`config.mk`:
```
export PLATFORM = sky130hd
export DESIGN_NAME = boreal_velocity_pwm_mc
export DESIGN_NICKNAME = d
export VERILOG_FILES = /design/src/rtl/boreal_ctrl_pkg.sv /design/src/rtl/boreal_velocity_pwm_dds.sv /design/src/rtl/boreal_velocity_pwm_mc.sv
export SDC_FILE = /design/constraint.sdc
export NUM_CORES = 1
export LEC_CHECK = 0
export BUFFER_PORTS_ARGS = -buffer_cell sky130_fd_sc_hd__buf_2
export CAP_MARGIN = 10
export CORE_ASPECT_RATIO = 2
export CORE_MARGIN = 5
export CORE_UTILIZATION = 55
export DETAILED_ROUTE_END_ITERATION = 7
export MAX_ROUTING_LAYER = met4
export PLACE_DENSITY_LB_ADDON = 0.15
export SLEW_MARGIN = 40
export SYNTH_ARGS = -nofsm -noshare
export SYNTH_HDL_FRONTEND = slang
export SYNTH_SLANG_ARGS = --single-unit
export TNS_END_PERCENT = 20
```
`constraint.sdc`:
```
create_clock -name clk -period 6.55 [get_ports clk]
set_input_delay 0 -clock clk [delete_from_list [all_inputs] [get_ports clk]]
set_output_delay 0 -clock clk [all_outputs]
set_load 0.01 [all_outputs]
```
`src/rtl/boreal_ctrl_pkg.sv`:
```
// Shared types and helpers for the Boreal multi-channel velocity controller:
// FSM encoding, default gain/damping shifts and the symmetric saturator.
package boreal_ctrl_pkg;

    typedef enum logic {
        IDLE = 1'b0,
        CALC = 1'b1
    } state_t;

    localparam int DEF_K_SHIFT = 3;
    localparam int DEF_D_SHIFT = 4;

    typedef struct packed {
        logic signed [63:0] value;
        logic               clamped;
    } sat_t;

    // Clamp to +/-(2**(w-1)-1); the most negative code is never produced so
    // the magnitude of a stored value always fits in w-1 bits.
    function automatic sat_t sat_sym(input logic signed [63:0] value, input int w);
        logic signed [63:0] lim;
        sat_t               r;
        lim       = (64'sd1 <<< (w - 1)) - 64'sd1;
        r.value   = value;
        r.clamped = 1'b0;
        if (value > lim) begin
            r.value   = lim;
            r.clamped = 1'b1;
        end else if (value < -lim) begin
            r.value   = -lim;
            r.clamped = 1'b1;
        end
        return r;
    endfunction

endpackage

```
`src/rtl/boreal_velocity_pwm_dds.sv`:
```
// Sign/magnitude DDS PWM: an MW-bit phase accumulator whose carry-out is the
// PWM bit, so the duty cycle is exactly mag / 2**MW.
module boreal_dds_pwm #(
    parameter int MW = 15
) (
    input  logic          clk,
    input  logic          rst_n,
    input  logic          enable,
    input  logic          clr,
    input  logic [MW-1:0] mag,
    output logic          pwm
);

    logic [MW-1:0] acc;
    logic [MW:0]   sum;

    assign sum = {1'b0, acc} + {1'b0, mag};

    always_ff @(posedge clk or negedge rst_n) begin
        if (!rst_n) begin
            acc <= '0;
            pwm <= 1'b0;
        end else if (clr || !enable) begin
            acc <= '0;
            pwm <= 1'b0;
        end else begin
            acc <= sum[MW-1:0];
            pwm <= sum[MW];
        end
    end

endmodule

```
`src/rtl/boreal_velocity_pwm_mc.sv`:
```
// Multi-channel 2nd-order velocity controller: one shared update datapath
// behind a valid/ready sample port, per-channel saturation flags and DDS PWM.
module boreal_velocity_pwm_mc
    import boreal_ctrl_pkg::*;
#(
    parameter int NCH     = 2,
    parameter int W       = 16,
    parameter int K_SHIFT = DEF_K_SHIFT,
    parameter int D_SHIFT = DEF_D_SHIFT,
    parameter int CH_W    = (NCH > 1) ? $clog2(NCH) : 1
) (
    input  logic                clk,
    input  logic                rst_n,
    input  logic                enable,
    input  logic                clr,
    input  logic                mu_valid,
    output logic                mu_ready,
    input  logic [CH_W-1:0]     mu_ch,
    input  logic signed [W-1:0] mu,
    input  logic                sat_clr,
    output logic [NCH-1:0]      pwm,
    output logic [NCH-1:0]      dir,
    output logic [NCH-1:0]      sat_flag,
    output logic                busy
);

    localparam int WE = W + 2;

    state_t              state;
    logic [CH_W-1:0]     ch_q;
    logic signed [W-1:0] mu_q;
    logic signed [W-1:0] v_q [NCH];
    logic signed [W-1:0] x_q [NCH];
    logic [NCH-1:0]      dir_q;
    logic [NCH-1:0]      sat_q;

    logic                ch_ok;
    logic [CH_W-1:0]     ch_idx;
    logic signed [W-1:0] v_cur;
    logic signed [W-1:0] x_cur;
    logic signed [WE-1:0] v_sum;
    logic signed [WE-1:0] x_sum;
    sat_t                v_sat;
    sat_t                x_sat;
    logic                unused_sat_hi;

    // rst_n gates the port so no sample is offered while reset is asserted.
    assign mu_ready = rst_n & (state == IDLE) & enable & ~clr;
    assign busy     = (state == CALC);
    assign dir      = dir_q;
    assign sat_flag = sat_q;

    assign ch_ok  = 32'(ch_q) < NCH;
    assign ch_idx = ch_ok ? ch_q : '0;
    assign v_cur  = v_q[ch_idx];
    assign x_cur  = x_q[ch_idx];

    // x integrates the OLD velocity; both sums are widened so nothing wraps
    // before the clamp sees them.
    assign v_sum = WE'(v_cur) + WE'(mu_q >>> K_SHIFT) - WE'(v_cur >>> D_SHIFT);
    assign x_sum = WE'(x_cur) + WE'(v_cur);
    assign v_sat = sat_sym(64'(v_sum), W);
    assign x_sat = sat_sym(64'(x_sum), W);
    assign unused_sat_hi = ^{v_sat.value[63:W], x_sat.value[63:W]};

    always_ff @(posedge clk or negedge rst_n) begin
        if (!rst_n) begin
            state <= IDLE;
            ch_q  <= '0;
            mu_q  <= '0;
            dir_q <= '0;
            sat_q <= '0;
            // NOTE: v/x are small register arrays, not RAM, so they take the
            // async reset like any other state.
            for (int i = 0; i < NCH; i++) begin
                v_q[i] <= '0;
                x_q[i] <= '0;
            end
        end else begin
            if (sat_clr) sat_q <= '0;
            if (clr) begin
                state <= IDLE;
                dir_q <= '0;
                for (int i = 0; i < NCH; i++) begin
                    v_q[i] <= '0;
                    x_q[i] <= '0;
                end
            end else begin
                case (state)
                    IDLE: if (mu_valid && mu_ready) begin
                        ch_q  <= mu_ch;
                        mu_q  <= mu;
                        state <= CALC;
                    end
                    CALC: begin
                        state <= IDLE;
                        if (ch_ok) begin
                            v_q[ch_idx]   <= v_sat.value[W-1:0];
                            x_q[ch_idx]   <= x_sat.value[W-1:0];
                            dir_q[ch_idx] <= x_sat.value[W-1];
                            if (v_sat.clamped || x_sat.clamped) sat_q[ch_idx] <= 1'b1;
                        end
                    end
                    default: state <= IDLE;
                endcase
            end
        end
    end

    for (genvar g = 0; g < NCH; g++) begin : g_ch
        logic [W-2:0] mag;
        assign mag = x_q[g][W-1] ? (W-1)'(-x_q[g]) : x_q[g][W-2:0];

        boreal_dds_pwm #(.MW(W-1)) u_dds (
            .clk    (clk),
            .rst_n  (rst_n),
            .enable (enable),
            .clr    (clr),
            .mag    (mag),
            .pwm    (pwm[g])
        );
    end

endmodule

```
==> run metrics <==
outcome=finished, final reports clean; Slew @ Worst Pin=0.766 ns; Clock Skew=a little under 0.009 ns; Post-Place Cells=1,145; count of pins over their slew limit=0; hold violation count in the final report=0; Clk Latency, worst-skew pair=0.42 ns; power per cell area=336 nW/µm²; placement row count=64; Critical Path Start Type=register; final net count=1,092; Post-Layout Cell Count=1,194; ANT cells=0; static leakage=4.91 nW; layout cells sized above 1=10.6%; area delta synth->final=14.0%; aggregate global routing overflow=0; sequential cell area fraction in the yosys report=around 33%; clock buffer depth=2; Pre-antenna DRT Iters=5; setup total negative slack=0 ns; post-synth cell types=70; first-pass GRT wire length=~37,000 µm; CTS Buf Count=17; Post-Syn Nets=1,045; Yosys top cell by area=dfrtp_1; Top FF cell, synth=dfrtp_1; vias per cell=approximately 6.0; Synth top area share=33.2%; fin crit period=5.34 ns; max-cap violation count=0; clk sinks=roughly 110; Post-Synthesis Cells=roughly 940; Syn Area/Cell=9.11 µm²; Iteration-0 DRC Markers=284; largest net degree at the start of global routing=66; number of synthesized register bits=between 100 and 150; CTS tree=yes; PortBufs=27; post-synthesis async set-or-reset flop share=100%; Hold Path Class=in -> reg; root buf cell=clkbuf_16; GP Congestion=0.922; Post-synth EDFFs=0; CTS H-tree depth=4; initial core utilization=55.7%; DRC=0; vias in the first global route=7,601; Resized Gates After CTS=0; DR WL/cell=19.0 µm; GRT Total Usage=27.0%; Ports=31; WHS=0.0941 ns; Total Power=roughly 3.3 mW; ANT nets after route=0; worst endpoint required time=6.85 ns; via count=a little over 7,000; Fmax=187 MHz; CORE AREA=15,300 µm²; die area=18,200 µm²; RSZ-0062 raised after global routing=no; initial antenna violation count=0; Routed Wire Length=between 20,000 and 25,000 µm; Worst EP arrival=between 5 and 6 ns; fin crit share=81.6%; total number of yosys warnings=0; clock slew at reported path FFs=0.06 ns; Die Span Y=186 µm; placed wire-length estimate=approximately 17,000 µm; Area contributors post-synth=dfrtp_1, ha_1, a221o_1, xnor2_1, fa_1; Die Wd=98.0 µm; Peak VDD IR=between 0.3 and 0.4 mV; Crit Path Max Fanout=20; cell area after synthesis=8520 µm²; element type at the critical path end=register; Final Core Density=63.5%; slew margin rel.=48.2%; Final setup viols=0; WS Path Type=reg -> reg
## repair_timing
| item | CTS | global route |
|---|---|---|
| hold buffers | 17 | 0 |
| buffers inserted | 0 | 0 |
| hold endpoints to repair | 64 | 0 |
## cells by family (layout without fill, tap and decap cells)
group / Yosys count / count (layout) / share of synthesized area (%)
fa+ha+maj: 87 / 87 / 14.3
mux: 32 / 32 / 3.98
buf+inv: 116 / 176 / 5.39
xor+xnor: 67 / 67 / 6.88
compound gates: 237 / 237 / 19.9
flops: 113 / 113 / 33.2
simple gates: 284 / 284 / 16.4
## placed cells by master (no fill, tap or decap), types with 15 or more instances in the layout
cell	n
mux2_2	15
ha_1	68
nand2b_1	18
dfrtp_1	112
fa_1	18
a221o_1	41
mux2i_1	17
inv_1	88
xnor2_1	45
clkbuf_16	17
nor2_1	82
buf_2	26
xor2_1	22
dlygate4sd3_1	17
o21ai_0	61
a21oi_1	34
nor3_1	30
nand2_1	72
## per-layer routing
layer	vias to the layer above	track usage, %	part of all wire (%)
met2	142	52.3	57
met1	3518	24.9	36
li1	3435	-	-
met4	0	15.9	5.3
met5	-	-	0
met3	69	3.11	1.8
## critical path, stage by stage, from the launching register on
cell and delay, ns:
dfrtp_2 0.72, buf_12 0.25, mux2i_1 0.30, ha_1 0.28
inv_1 0.05, ha_1 0.18, inv_1 0.06, fa_1 0.40
xnor2_1 0.18, or3b_2 0.47, a2111oi_2 0.43, nor4b_1 0.32
or4b_1 0.53, o311ai_4 0.35, a21oi_2 0.28, a221o_1 0.42
## final timing paths
path | to | slack [ns] | from | depth (start not counted)
worst max register to register | v_q[8]$_DFFE_PN0P_ | 1.21 | ch_idx$_DFFE_PN0P_ | 15
worst max-delay path | v_q[8]$_DFFE_PN0P_ | 1.21 | ch_idx$_DFFE_PN0P_ | 15
max in group asynchronous | dir[0]$_DFFE_PN0P_ | 5.34 | rst_n | 3
min in group asynchronous | g_ch[1].u_dds.acc[4]$_DFF_PN0_ | 0.15 | rst_n | 2
worst min register to register | v_q[15]$_DFFE_PN0P_ | 0.49 | v_q[15]$_DFFE_PN0P_ | 2
worst min-delay path | g_ch[0].u_dds.pwm$_DFF_PN0_ | 0.09 | clr | 4
## final cells by class
type,count,area [µm²]
fill,1337,5580
multi-input combinational,707,5250
sequential,113,2830
clock buffer,19,453
timing repair buffer,55,407
inverter,89,334
tap,198,248
clock inverter,13,199
## report_power, final
part	internal (mW)	switching (mW)	leakage, nW
Clock	0.664	0.360	0.319
Combinational	0.563	0.881	3.04
Sequential	0.751	0.0428	1.55
## flip-flops by register name (all words and copies together), names as in the netlist
signal and flops:
ch_idx 1, busy 1, v_q 32, x_q 31, mu_q 13, sat_flag 2
g_ch.u_dds.acc 30, g_ch.u_dds.pwm 2, dir 1
## per-stage QoR
step                      setup WS (ns)  area [µm²]
after floorplan                    1.50        8520
after global placement             1.01        8890
after detailed placement           1.21        8890
after CTS                          1.20        9710
after global routing              0.923        9710
final                              1.21        9710
## synthesized netlist by cell type (12+ instances only)
| master | number |
|---|---|
| nand2_1 | 72 |
| xnor2_1 | 45 |
| xor2_1 | 22 |
| mux2i_1 | 17 |
| a21o_1 | 13 |
| nand2b_1 | 18 |
| nor2b_1 | 12 |
| mux2_2 | 15 |
| a221o_1 | 41 |
| ha_1 | 68 |
| a21oi_1 | 36 |
| nor2_1 | 82 |
| nor3_1 | 30 |
| dfrtp_1 | 113 |
| clkbuf_1 | 20 |
| fa_1 | 18 |
| o21ai_0 | 61 |
| or3_1 | 13 |
| inv_1 | 88 |
Power figures use the tool's default switching activity.
